--- src/rtl/if_fetch_stage_pkg.sv ---
// Shared constants for the instruction-fetch stage: default widths, reset PC,
// NOP encoding and the buffering depth used by both fetch FIFOs.
package if_fetch_stage_pkg;

  localparam int          XLEN_DEFAULT         = 64;
  localparam logic [63:0] RESET_VECTOR_DEFAULT = 64'h0000_0000_8000_0000;
  localparam logic [31:0] NOP_INSTR            = 32'h0000_0013;
  localparam int          QUEUE_DEPTH          = 2;

  function automatic logic is_misaligned(input logic [1:0] low_bits);
    return low_bits != 2'b00;
  endfunction

endpackage

--- src/rtl/adder.sv ---
// Plain combinational adder, wrap-around modulo 2^WIDTH.
module adder #(
  parameter int WIDTH = 32
) (
  input  logic [WIDTH-1:0] a,
  input  logic [WIDTH-1:0] b,
  output logic [WIDTH-1:0] sum
);

  assign sum = a + b;

endmodule

--- src/rtl/if_fetch_stage_fetch_queue.sv ---
// Two-entry synchronous FIFO with flush; head is a register so the consumer
// sees data one cycle after the push. Push while full is legal only with a pop.
module fetch_queue
  import if_fetch_stage_pkg::*;
#(
  parameter int WIDTH = 8
) (
  input  logic             clk,
  input  logic             rst,
  input  logic             flush,
  input  logic             push,
  input  logic [WIDTH-1:0] push_data,
  input  logic             pop,
  output logic [WIDTH-1:0] head,
  output logic [1:0]       count
);

  logic [WIDTH-1:0] entry_reg [QUEUE_DEPTH];
  logic [1:0]       count_reg;
  logic             do_pop;
  logic             do_push;
  logic             wr_sel;

  assign do_pop  = pop && (count_reg != 2'd0);
  assign do_push = push && ((count_reg != 2'd2) || do_pop);
  // Slot 1 is written only when an entry stays behind the head after this cycle.
  assign wr_sel  = (count_reg == 2'd2) || ((count_reg == 2'd1) && !do_pop);

  always_ff @(posedge clk) begin
    if (rst || flush) begin
      count_reg <= 2'd0;
    end else begin
      if (do_pop) begin
        entry_reg[0] <= entry_reg[1];
      end
      if (do_push) begin
        entry_reg[wr_sel] <= push_data;
      end
      count_reg <= count_reg + {1'b0, do_push} - {1'b0, do_pop};
    end
  end

  assign head  = entry_reg[0];
  assign count = count_reg;

endmodule

--- src/rtl/if_fetch_stage.sv ---
// Instruction-fetch stage: PC sequencing, in-order fetch issue with a 2-deep
// response buffer, redirect flush with stale-response dropping.
module if_fetch_stage
  import if_fetch_stage_pkg::*;
#(
  parameter int              XLEN         = XLEN_DEFAULT,
  parameter logic [XLEN-1:0] RESET_VECTOR = XLEN'(RESET_VECTOR_DEFAULT)
) (
  input  logic            clk,
  input  logic            rst,
  input  logic            redirect_valid,
  input  logic [XLEN-1:0] redirect_pc,
  output logic            imem_req_valid,
  input  logic            imem_req_ready,
  output logic [XLEN-1:0] imem_req_addr,
  input  logic            imem_rsp_valid,
  input  logic [31:0]     imem_rsp_data,
  output logic            if_valid,
  input  logic            if_ready,
  output logic [XLEN-1:0] if_pc,
  output logic [31:0]     if_instr,
  output logic            if_exc_misaligned
);

  localparam int              IQ_W    = XLEN + 33;
  localparam logic [XLEN-1:0] PC_STEP = XLEN'(4);

  logic [XLEN-1:0] pc_reg;
  logic [XLEN-1:0] pc_plus4;
  logic [1:0]      outstanding_reg;
  logic [1:0]      drop_cnt_reg;
  logic            idle_reg;
  logic            exc_pending_reg;

  logic            req_fire;
  logic            rsp_keep;
  logic            rsp_drop;
  logic            rsp_cnt;
  logic            exc_push;
  logic            iq_push;
  logic            iq_pop;
  logic [IQ_W-1:0] iq_push_data;
  logic [IQ_W-1:0] iq_head;
  logic [1:0]      iq_count;
  logic [XLEN-1:0] pcq_head;
  logic [1:0]      pcq_count;
  logic [2:0]      inflight;

  adder #(.WIDTH(XLEN)) u_pc_inc (
    .a   (pc_reg),
    .b   (PC_STEP),
    .sum (pc_plus4)
  );

  assign req_fire = imem_req_valid && imem_req_ready;
  assign rsp_drop = imem_rsp_valid && (drop_cnt_reg != 2'd0);
  assign rsp_keep = imem_rsp_valid && (drop_cnt_reg == 2'd0) && (pcq_count != 2'd0);
  assign rsp_cnt  = rsp_keep || rsp_drop;
  assign iq_pop   = if_valid && if_ready;

  // Counting this cycle's pop as a free slot keeps 1 instr/cycle with 1-cycle memory
  // while still guaranteeing every response a queue slot.
  assign inflight = {1'b0, outstanding_reg} + {1'b0, iq_count} - {2'b00, iq_pop};

  assign imem_req_valid = !rst && !redirect_valid && !idle_reg && (inflight < 3'd2);
  assign imem_req_addr  = {pc_reg[XLEN-1:2], 2'b00};

  // A misaligned target is reported only after stale responses drain and decode is empty.
  assign exc_push = exc_pending_reg && (drop_cnt_reg == 2'd0) && (iq_count == 2'd0)
                    && !redirect_valid;
  assign iq_push  = rsp_keep || exc_push;
  assign iq_push_data = exc_push ? {pc_reg, NOP_INSTR, 1'b1}
                                 : {pcq_head, imem_rsp_data, 1'b0};

  fetch_queue #(.WIDTH(XLEN)) u_pc_fifo (
    .clk       (clk),
    .rst       (rst),
    .flush     (redirect_valid),
    .push      (req_fire),
    .push_data (pc_reg),
    .pop       (rsp_keep),
    .head      (pcq_head),
    .count     (pcq_count)
  );

  fetch_queue #(.WIDTH(IQ_W)) u_instr_queue (
    .clk       (clk),
    .rst       (rst),
    .flush     (redirect_valid),
    .push      (iq_push),
    .push_data (iq_push_data),
    .pop       (iq_pop),
    .head      (iq_head),
    .count     (iq_count)
  );

  always_ff @(posedge clk) begin
    if (rst) begin
      pc_reg          <= RESET_VECTOR;
      outstanding_reg <= 2'd0;
      drop_cnt_reg    <= 2'd0;
      idle_reg        <= 1'b0;
      exc_pending_reg <= 1'b0;
    end else begin
      outstanding_reg <= outstanding_reg + {1'b0, req_fire} - {1'b0, rsp_cnt};
      if (redirect_valid) begin
        pc_reg          <= redirect_pc;
        drop_cnt_reg    <= outstanding_reg - {1'b0, rsp_cnt};
        idle_reg        <= is_misaligned(redirect_pc[1:0]);
        exc_pending_reg <= is_misaligned(redirect_pc[1:0]);
      end else begin
        if (req_fire) begin
          pc_reg <= pc_plus4;
        end
        if (rsp_drop) begin
          drop_cnt_reg <= drop_cnt_reg - 2'd1;
        end
        if (exc_push) begin
          exc_pending_reg <= 1'b0;
        end
      end
    end
  end

  assign if_valid          = !rst && (iq_count != 2'd0);
  assign if_pc             = iq_head[IQ_W-1:33];
  assign if_instr          = iq_head[32:1];
  assign if_exc_misaligned = if_valid && iq_head[0];

endmodule

--- config.mk ---
export PLATFORM = sky130hd
export DESIGN_NAME = if_fetch_stage
export DESIGN_NICKNAME = d
export VERILOG_FILES = /design/src/rtl/if_fetch_stage_pkg.sv /design/src/rtl/adder.sv /design/src/rtl/if_fetch_stage_fetch_queue.sv /design/src/rtl/if_fetch_stage.sv
export SDC_FILE = /design/constraint.sdc
export NUM_CORES = 1
export LEC_CHECK = 0
export BUFFER_PORTS_ARGS = -buffer_cell sky130_fd_sc_hd__buf_2
export CAP_MARGIN = 20
export CORE_MARGIN = 5
export CORE_UTILIZATION = 40
export DETAILED_ROUTE_END_ITERATION = 12
export GPL_ROUTABILITY_DRIVEN = 0
export PLACE_DENSITY = 0.58
export SLEW_MARGIN = 20
export SYNTH_ARGS = -nofsm -noshare
export SYNTH_HDL_FRONTEND = slang
export SYNTH_HIERARCHICAL = 1
export SYNTH_SLANG_ARGS = --single-unit
--- constraint.sdc ---
create_clock -name clk -period 28.2 [get_ports clk]
set_input_delay 2.82 -clock clk [delete_from_list [all_inputs] [get_ports clk]]
set_output_delay 2.82 -clock clk [all_outputs]
set_load 0.01 [all_outputs]
==> results.yml <==
layout:
  fin_util_pct: 46.0
  layout_common_cells: "edfxtp_1, buf_2, mux2_2"
  final_common_cell: "edfxtp_1"
  final_net_count: 2122
  final_area_um2: 24600
  syn2layout_area_growth_pct: 14.5
  largest_reg_flops: 194
  drive_gt1_share_pct: 28.5
grt:
  antenna_found_initial: 3
  grt_pass1_wl_um: 81000
  grt_start_max_net_pins: 88
  grt_pass1_vias: 14300
  grt-ovfl-total: 0
  grtUsageTotal_pct: 16.6
synth:
  seq_area_frac_synth_pct: 51.8
  synthArstFlopShare_pct: 0
  ys_seq_elements: 396
  ys_types: 78
  ys_warn_count: 6
  synth_area_per_cell_um2: 12.4
  syn_inst: 1736
  synthesis.area_um2: 21500
  synth_ff_type: "edfxtp_1"
  synth_edf_count: 322
sta:
  relSlewSlack_pct: 30.5
  maxSlewViolCount: 0
  fin_crit_ns: 8.19
  finalHoldViolCount: 0
  tns_ns: 0
  finalSetupViolations: 0
  rsz0062_at_grt: "false"
  fmax_mhz: 122
  skew_ns: 0.0193
  tightest_slew_ns: 1.04
  setup_slack_ns: 20.01
  post-route-period-util_pct: 29.0
  hold_slack_ns: 0.522
floorplan:
  die_w_um: 242
  die_area_um2: 58600
  die_h_um: 242
  start_util_pct: 40.2
  ios: 265
  core.rowCount: 85
  core_um2: 53600
clock_tree:
  cts_max_level: 2
  cts_tree: "yes"
  cts-buffers-inserted: 45
  clock_latency_ns: 0.57
  cts_hold_buffers: 0
  cts_setup_buffers: 0
  cts.path.max_buffers: 3
  post_cts_resize_count: 0
  path_clk_slew_ns: 0.06
  root_buffer: "clkbuf_16"
  cts.sinks: 396
power:
  powerDensity_nw_per_um2: 63.9
  ir_drop_mv: 0.0372
  leakagePower_nw: 9.34
route:
  vias: 14200
  drtAntennaViolNets: 0
  dr.pass1.iters: 5
  drc: 0
  wl_per_cell_um: 18.7
  dr.first_iter.drc_count: 690
  viasPerCell: 5.28
  drt-total-wl_um: 50000
worst_hold_path:
  hold_class: "reg2reg"
critical_path:
  end_kind: "primary output"
  cpMaxStageDelayCell: "fa_1"
  cp-start-kind: "primary input"
  arrival_ns: 5.37
  cp_num_buf_inv: 2
  crit_path_cell_trace: "buf_4 -> nor2_1 -> and2_1 -> ha_1 -> nand2b_1 -> fa_1 -> xor2_4 -> and4_1 -> buf_2"
  cpLargestDelayFamily: "adder cells"
  cp.required_ns: 25.38
  setup.worst_path.class: "in2out"
  path_max_fanout: 47
  cp_slowest_stage_delay_ns: 0.55
placed_design:
  portBuffers: 262
  place_hpwl_um: 34700
  post-place-ws_ns: 19.58
  place_area_um2: 23000
job:
  cap_viol_max_count: 0
outcome:
  status: "completed"
==> worst paths after layout <==
check	startpoint	end	slack (ns)	cells after the start
max	rst	imem_req_valid	20.01	9
min	u_pc_fifo/entry_reg[1][9]	u_pc_fifo/entry_reg[0][9]	0.52	1
max reg2reg	u_instr_queue/count[0]	u_pc_fifo/entry_reg[0][28]	22.92	14
min reg2reg	u_pc_fifo/entry_reg[1][9]	u_pc_fifo/entry_reg[0][9]	0.52	1
==> routing by layer <==
layer	GRT usage (%)	routed length, um	vias to the layer above
li1	-	-	6896
met1	23.8	24000	6894
met2	26.0	22600	303
met3	3.63	2490	65
met4	3.89	936	4
met5	0	27	-
==> through the flow <==
stage / power, mW / std cells
finish: 1.57 / 2680
global route: 1.65 / 2679
CTS: 1.59 / 2678
detailed placement: 0.956 / 2594
floorplan: 0.907 / 1801
global placement: 0.952 / 2594
==> Yosys cell counts (all sizes together) (6+ instances only) <==
cell     number  area (um2)
o21ai        49         245
o211ai        8        60.1
and3          7        43.8
a211oi       70         531
nor2b        11        68.8
mux2        225        2530
nand3        12        60.1
a31oi        12        81.3
nor3b         6        45.0
nand2        65         246
nand4        29         188
o21a          9        67.6
a21o         27         203
and2         35         219
inv         104         390
nand2b       13        81.3
nor4         66         419
dfxtp        74        1480
a21oi        83         427
o21bai       16         120
clkbuf       46         175
ha           72         901
buf         135         963
a2111oi      63         941
xnor2        38         333
nor2         39         146
nor3         15         103
edfxtp      322        9670
xor2         31         272
==> cell families after synthesis <==
kind of cell | count (synthesis) | synth area share [%]
compound gates | 367 | 13.8
buf+inv | 286 | 7.12
simple gates | 315 | 8.19
flops | 396 | 51.8
mux | 227 | 11.9
fa+ha+maj | 74 | 4.37
other cells | 2 | 0.0349
xor+xnor | 69 | 2.81
==> power breakdown <==
part	total, mW	switching (mW)	internal [mW]
sequential	0.668	0.0219	0.646
combinational	0.283	0.179	0.104
clock	0.623	0.239	0.384
total	1.57	0.440	1.13
==> final cells by class <==
type                    count  area (um2)
fillers                  4903       29000
flip-flops and latches    396       11200
multi-input cells        1119        9170
repair buffers            279        1460
clock buffers              56        1230
well taps                 696         871
inverters                 105         394
clock inverters            28         359
diodes                      1        2.50
No activity file was read; power rests on OpenSTA's default activity.
